`config.mk`:
```
export PLATFORM = sky130hd
export DESIGN_NAME = seq_detector_param_flat
export DESIGN_NICKNAME = d
export VERILOG_FILES = /design/src/rtl/seq_detector_param_if.sv /design/src/rtl/seq_detector_param.sv /design/src/flat_wrapper.sv
export SDC_FILE = /design/constraint.sdc
export NUM_CORES = 1
export LEC_CHECK = 0
export BUFFER_PORTS_ARGS = -buffer_cell sky130_fd_sc_hd__buf_2
export CAP_MARGIN = 25
export CORE_MARGIN = 2
export CORE_UTILIZATION = 53
export DETAILED_ROUTE_END_ITERATION = 6
export PLACE_DENSITY = 0.82
export RECOVER_POWER = 100
export SLEW_MARGIN = 15
export SYNTH_ARGS = -nofsm -noshare
export SYNTH_HDL_FRONTEND = slang
export SYNTH_SLANG_ARGS = --single-unit
```
`constraint.sdc`:
```
create_clock -name clk -period 2.6 [get_ports clk]
set_input_delay 0.26 -clock clk [delete_from_list [all_inputs] [get_ports clk]]
set_output_delay 0.26 -clock clk [all_outputs]
set_load 0.1 [all_outputs]
```
`src/rtl/seq_detector_param_if.sv`:
```
// Purpose : bundles the serial stream, configuration and status signals of seq_detector_param.
// Latency : n/a (wiring only).
// Backpr. : none; x is sampled only when x_valid is high, the detector never stalls the source.
// Signals : x/x_valid (stream in), cfg_load/cfg_pattern/overlap/clr_count (control),
//           y_mealy/y/match_count/armed (detector outputs).
interface seq_detector_param_if #(
    parameter int PAT_W = 4,
    parameter int CNT_W = 8
);
    logic             x;
    logic             x_valid;
    logic             cfg_load;
    logic [PAT_W-1:0] cfg_pattern;
    logic             overlap;
    logic             clr_count;
    logic             y_mealy;
    logic             y;
    logic [CNT_W-1:0] match_count;
    logic             armed;

    // Stream source / controller side.
    modport master (
        output x, x_valid, cfg_load, cfg_pattern, overlap, clr_count,
        input  y_mealy, y, match_count, armed
    );

    // Detector side.
    modport slave (
        input  x, x_valid, cfg_load, cfg_pattern, overlap, clr_count,
        output y_mealy, y, match_count, armed
    );
endinterface

```
`src/rtl/seq_detector_param.sv`:
```
// Purpose : serial bit-pattern detector with Mealy flag, registered flag and saturating match count.
// Latency : y_mealy same cycle as the completing bit; y / match_count one cycle later.
// Backpr. : none; x_valid gaps simply hold history, the stream is never throttled.
// Ports   : clk, rst (sync, active-high); bus (slave modport of seq_detector_param_if):
//           x, x_valid, cfg_load, cfg_pattern, overlap, clr_count in;
//           y_mealy, y, match_count, armed out.
module seq_detector_param #(
    parameter int               PAT_W    = 4,
    parameter logic [PAT_W-1:0] PAT_INIT = 4'b1011,
    parameter int               CNT_W    = 8
) (
    input  logic                 clk,
    input  logic                 rst,
    seq_detector_param_if.slave  bus
);
    localparam int               FW       = $clog2(PAT_W + 1);
    localparam logic [FW-1:0]    FILL_MAX = FW'(PAT_W);

    // FILLING until a full window of history is held, then ARMED.
    typedef enum logic {S_FILLING = 1'b0, S_ARMED = 1'b1} state_t;

    state_t           r_state;
    logic [PAT_W-1:0] r_pat;
    logic [PAT_W-1:0] r_hist;
    logic [FW-1:0]    r_fill;
    logic             r_y;
    logic [CNT_W-1:0] r_cnt;

    state_t           w_state_nx;
    logic [PAT_W-1:0] w_pat_nx;
    logic [PAT_W-1:0] w_hist_nx;
    logic [FW-1:0]    w_fill_nx;
    logic             w_y_nx;
    logic [CNT_W-1:0] w_cnt_nx;

    logic [PAT_W-1:0] w_win;
    logic [FW-1:0]    w_fill_inc;
    logic             w_match;

    always_ff @(posedge clk) begin
        if (rst) begin
            r_state <= S_FILLING;
            r_pat   <= PAT_INIT;
            r_hist  <= '0;
            r_fill  <= '0;
            r_y     <= 1'b0;
            r_cnt   <= '0;
        end else begin
            r_state <= w_state_nx;
            r_pat   <= w_pat_nx;
            r_hist  <= w_hist_nx;
            r_fill  <= w_fill_nx;
            r_y     <= w_y_nx;
            r_cnt   <= w_cnt_nx;
        end
    end

    always_comb begin
        w_pat_nx   = r_pat;
        w_hist_nx  = r_hist;
        w_fill_nx  = r_fill;
        w_y_nx     = 1'b0;
        w_cnt_nx   = r_cnt;
        w_state_nx = r_state;

        // Window as it would look with the current bit shifted in.
        w_win      = {r_hist[PAT_W-2:0], bus.x};
        w_fill_inc = (r_fill == FILL_MAX) ? FILL_MAX : r_fill + 1'b1;
        // A load cycle discards x, so it can never complete a match.
        w_match    = bus.x_valid & ~bus.cfg_load & (w_fill_inc == FILL_MAX) & (w_win == r_pat);

        if (bus.cfg_load) begin
            w_pat_nx  = bus.cfg_pattern;
            w_hist_nx = '0;
            w_fill_nx = '0;
        end else if (bus.x_valid) begin
            w_hist_nx = w_win;
            // Non-overlap mode demands PAT_W fresh bits after a hit; old
            // history bits are all shifted out by the time fill is full again.
            w_fill_nx = (w_match && !bus.overlap) ? '0 : w_fill_inc;
            w_y_nx    = w_match;
        end

        // Clear beats a coincident match; otherwise saturate at all-ones.
        if (bus.clr_count) begin
            w_cnt_nx = '0;
        end else if (w_match && (r_cnt != {CNT_W{1'b1}})) begin
            w_cnt_nx = r_cnt + 1'b1;
        end

        w_state_nx = (w_fill_nx == FILL_MAX) ? S_ARMED : S_FILLING;
    end

    assign bus.y_mealy     = w_match;
    assign bus.y           = r_y;
    assign bus.match_count = r_cnt;
    assign bus.armed       = (r_state == S_ARMED);

endmodule

```
`src/flat_wrapper.sv`:
```
// flat-port wrapper written by rule: the top's interface ports become plain ports
module seq_detector_param_flat 
#(
    parameter int               PAT_W    = 4,
    parameter logic [PAT_W-1:0] PAT_INIT = 4'b1011,
    parameter int               CNT_W    = 8
)
  (clk, rst, bus_x, bus_x_valid, bus_cfg_load, bus_cfg_pattern, bus_overlap, bus_clr_count, bus_y_mealy, bus_y, bus_match_count, bus_armed);
  seq_detector_param_if #(.PAT_W(PAT_W), .CNT_W(CNT_W)) bus_i ();
  input  logic clk;
  input  logic rst;
  input wire logic [$bits(bus_i.x)-1:0] bus_x;
  input wire logic [$bits(bus_i.x_valid)-1:0] bus_x_valid;
  input wire logic [$bits(bus_i.cfg_load)-1:0] bus_cfg_load;
  input wire logic [$bits(bus_i.cfg_pattern)-1:0] bus_cfg_pattern;
  input wire logic [$bits(bus_i.overlap)-1:0] bus_overlap;
  input wire logic [$bits(bus_i.clr_count)-1:0] bus_clr_count;
  output wire logic [$bits(bus_i.y_mealy)-1:0] bus_y_mealy;
  output wire logic [$bits(bus_i.y)-1:0] bus_y;
  output wire logic [$bits(bus_i.match_count)-1:0] bus_match_count;
  output wire logic [$bits(bus_i.armed)-1:0] bus_armed;
  assign bus_i.x = bus_x;
  assign bus_i.x_valid = bus_x_valid;
  assign bus_i.cfg_load = bus_cfg_load;
  assign bus_i.cfg_pattern = bus_cfg_pattern;
  assign bus_i.overlap = bus_overlap;
  assign bus_i.clr_count = bus_clr_count;
  assign bus_y_mealy = bus_i.y_mealy;
  assign bus_y = bus_i.y;
  assign bus_match_count = bus_i.match_count;
  assign bus_armed = bus_i.armed;
  seq_detector_param #(.PAT_W(PAT_W), .PAT_INIT(PAT_INIT), .CNT_W(CNT_W)) u_core (.clk(clk), .rst(rst), .bus(bus_i));
endmodule
```
==> impl_metrics.json <==
{
  "status": "complete, no violations",
  "drt_pass1_iterations": 4,
  "num_rows": 16,
  "tns_ns": 0,
  "cts_tree": "built",
  "reg2reg_from": "u_core.r_fill[0]$_SDFF_PP0_",
  "min_from": "bus_cfg_pattern[0]",
  "yosysTopAreaCell": "dfxtp_1",
  "power_density_nw_per_um2": 431,
  "yosysMostFrequentCell": "dfxtp_1",
  "fmax_mhz": 418,
  "finClkSkew_ns": 0.00118,
  "synthArstFlopShare_pct": 0,
  "cts.path.max_buffers": 2,
  "cap_viol_max_count": 0,
  "grt_overflow": 0,
  "crit_path_end_kind": "primary output",
  "rsz0062_at_grt": "false",
  "critPathLaunchType": "register",
  "p_leak_nw": 0.499,
  "finalHoldViolCount": 0,
  "nFillCells": 185,
  "antenna_found_initial": 0,
  "via_per_inst": 5.69,
  "ir_drop_mv": 0.349,
  "post-route-period-util_pct": 92.0,
  "cts_root_buf": "clkbuf_4",
  "start_util_pct": 55.4,
  "ys_ff_latch": 20,
  "highest_layer": "met4",
  "vias": 922,
  "globalplace.congestion": 0.904,
  "multi_input_area_um2": 633,
  "final_max_slew_viol_count": 0,
  "drtIter0Drc": 13,
  "wirelength_um": 2060,
  "wl_per_cell_um": 12.7,
  "ys_warn_count": 0,
  "worstSetupPathType": "reg -> out",
  "crit_required_ns": 2.34,
  "core_um2": 1920,
  "cts_sinks": 20,
  "fin_nets": 151,
  "hpwl_um": 1560,
  "period_needed_ns": 2.39,
  "final_layout_size_suffix_gt1_share_pct": 13.3,
  "htree_levels": 1,
  "worstPathArrival_ns": 2.13,
  "drt-met1-wl_um": 929,
  "r2r-end": "u_core.r_fill[2]$_SDFF_PP0_",
  "postCtsHoldBufs": 0,
  "clk_pin_slew_worst_paths_ns": 0.10,
  "numCtsBuffers": 3,
  "syn_nets": 129,
  "grt_pass1_vias": 788,
  "whs_ns": 0.159,
  "clock_latency_ns": 0.30,
  "synth_common_cells": "dfxtp_1, mux2i_1, nand2_1",
  "diodes": 0,
  "ys_types": 35,
  "min_to": "u_core.r_pat[0]$_SDFFE_PP1P_",
  "synthToLayoutAreaGrowth_pct": 11.6,
  "pin_count": 22,
  "hold_path_depth": 2,
  "cp_max_fo": 6,
  "dr_wl_met3_um": 105,
  "synthCells": 115,
  "postRouteAntennaNets": 0,
  "ys_seq_area_share_pct": 37.6,
  "grt_util_all_layers_pct": 18.2,
  "final-setup-viol-count": 0,
  "min_path_type": "in -> reg",
  "fp.dieH_um": 48.8,
  "die_area_um2": 2380,
  "dieWidth_um": 48.8,
  "grt_first_pass_wirelength_um": 3380,
  "wl_met2_um": 999,
  "slew_headroom_pct": 22.1,
  "worstMarginPinSlew_ns": 1.17,
  "synth_edf_count": 0,
  "rrSetupSlack_ns": 0.41,
  "cts_resized": 0,
  "ff_latch_area_um2": 400,
  "synth_flop_cell": "dfxtp_1",
  "syn-cell-area_um2": 1060,
  "rr_worst_depth": 6,
  "yosys-top-cells-area": "dfxtp_1, mux2i_1, nand2_1",
  "remaining_drc_errors": 0,
  "io_buffers": 21,
  "post_cts_buffers": 0,
  "synth_top_area_share_pct": 37.6,
  "grt_max_degree": 15,
  "syn_avg_cell_area_um2": 9.26
}
==> final cells by class <==
cell class,count,area share (%)
Multi-Input combinational cell,89,53.3
Inverter,2,0.632
Sequential cell,20,33.7
Clock buffer,3,1.89
Timing Repair Buffer,21,7.68
Tap cell,27,2.84
==> power by group <==
| part | internal, mW | switching (mW) |
|---|---|---|
| Clock | 0.0540 | 0.0890 |
| Combinational | 0.0222 | 0.0300 |
| Sequential | 0.312 | 0.00516 |
| Total | 0.388 | 0.124 |
==> worst max-delay path, cell delays in order (launching register included) <==
cell      delay (ns)
dfxtp_1         0.45
inv_1           0.07
ha_1            0.30
nand2b_2        0.21
a21oi_1         0.14
and3_1          0.19
clkbuf_2        0.46
==> worst max-delay path by stage <==
stage / from / to / slack [ns] / cells past startpoint
3_5_place_dp: u_core.r_fill[0]$_SDFF_PP0_ / u_core.r_fill[2]$_SDFF_PP0_ / 0.46 / 6
6_report: u_core.r_fill[0]$_SDFF_PP0_ / bus_y_mealy / 0.21 / 6
3_3_place_gp: u_core.r_fill[0]$_SDFF_PP0_ / u_core.r_fill[2]$_SDFF_PP0_ / 0.54 / 6
5_1_grt: u_core.r_fill[0]$_SDFF_PP0_ / bus_y_mealy / 0.09 / 6
4_1_cts: u_core.r_fill[0]$_SDFF_PP0_ / bus_y_mealy / 0.24 / 6
2_1_floorplan: u_core.r_fill[0]$_SDFF_PP0_ / u_core.bus.y$_SDFF_PP0_ / 0.45 / 6
==> per-layer routing <==
| layer | track usage [%] | vias to the layer above |
|---|---|---|
| met4 | 9.05 | 0 |
| met2 | 29.0 | 27 |
| li1 | - | 460 |
| met3 | 4.60 | 5 |
| met5 | 0 | - |
| met1 | 22.8 | 430 |
==> placed cells by master (no fill, tap or decap), drive strengths merged, types with 2 or more instances in the layout <==
master and count:
dfxtp 20, clkbuf 15, mux2i 12, nand2 11, buf 9, nor2 8, or3 6, nand3 5
xor2 4, a21oi 4, and3 4, nor2b 4, nand4 4, a211o 3, nor3 3, ha 3
nor4 3, inv 2, nor3b 2, a21boi 2, nand2b 2, or2 2
==> flip-flops by register name (all words and copies together), names as in the netlist <==
signal and count:
u_core.bus.match_count 8, u_core.r_pat 4, u_core.r_fill 3, u_core.r_hist 3, u_core.bus.armed 1, u_core.bus.y 1
==> cells by family after synthesis <==
family | Yosys count | share of synthesized area (%)
buffers and inverters | 6 | 2.47
adders and majority gates | 3 | 3.53
xor gates and xnor gates | 4 | 3.29
muxes | 12 | 11.3
DFF | 20 | 37.6
AOI/OAI and AO/OA | 14 | 10.9
and+or+nand+nor | 56 | 30.9
==> stage by stage <==
stage | utilization, % | cells | setup slack [ns] | area [um^2] | total power, mW
3_5_place_dp | 61.7 | 159 | 0.461 | 1180 | 0.377
5_1_grt | 61.8 | 162 | 0.0856 | 1190 | 0.537
3_3_place_gp | 61.7 | 159 | 0.539 | 1180 | 0.374
2_1_floorplan | - | 115 | 0.451 | 1060 | 0.361
4_1_cts | 62.8 | 162 | 0.243 | 1210 | 0.517
6_report | 61.8 | 162 | 0.209 | 1190 | 0.513
Power figures use the tool's default switching activity.
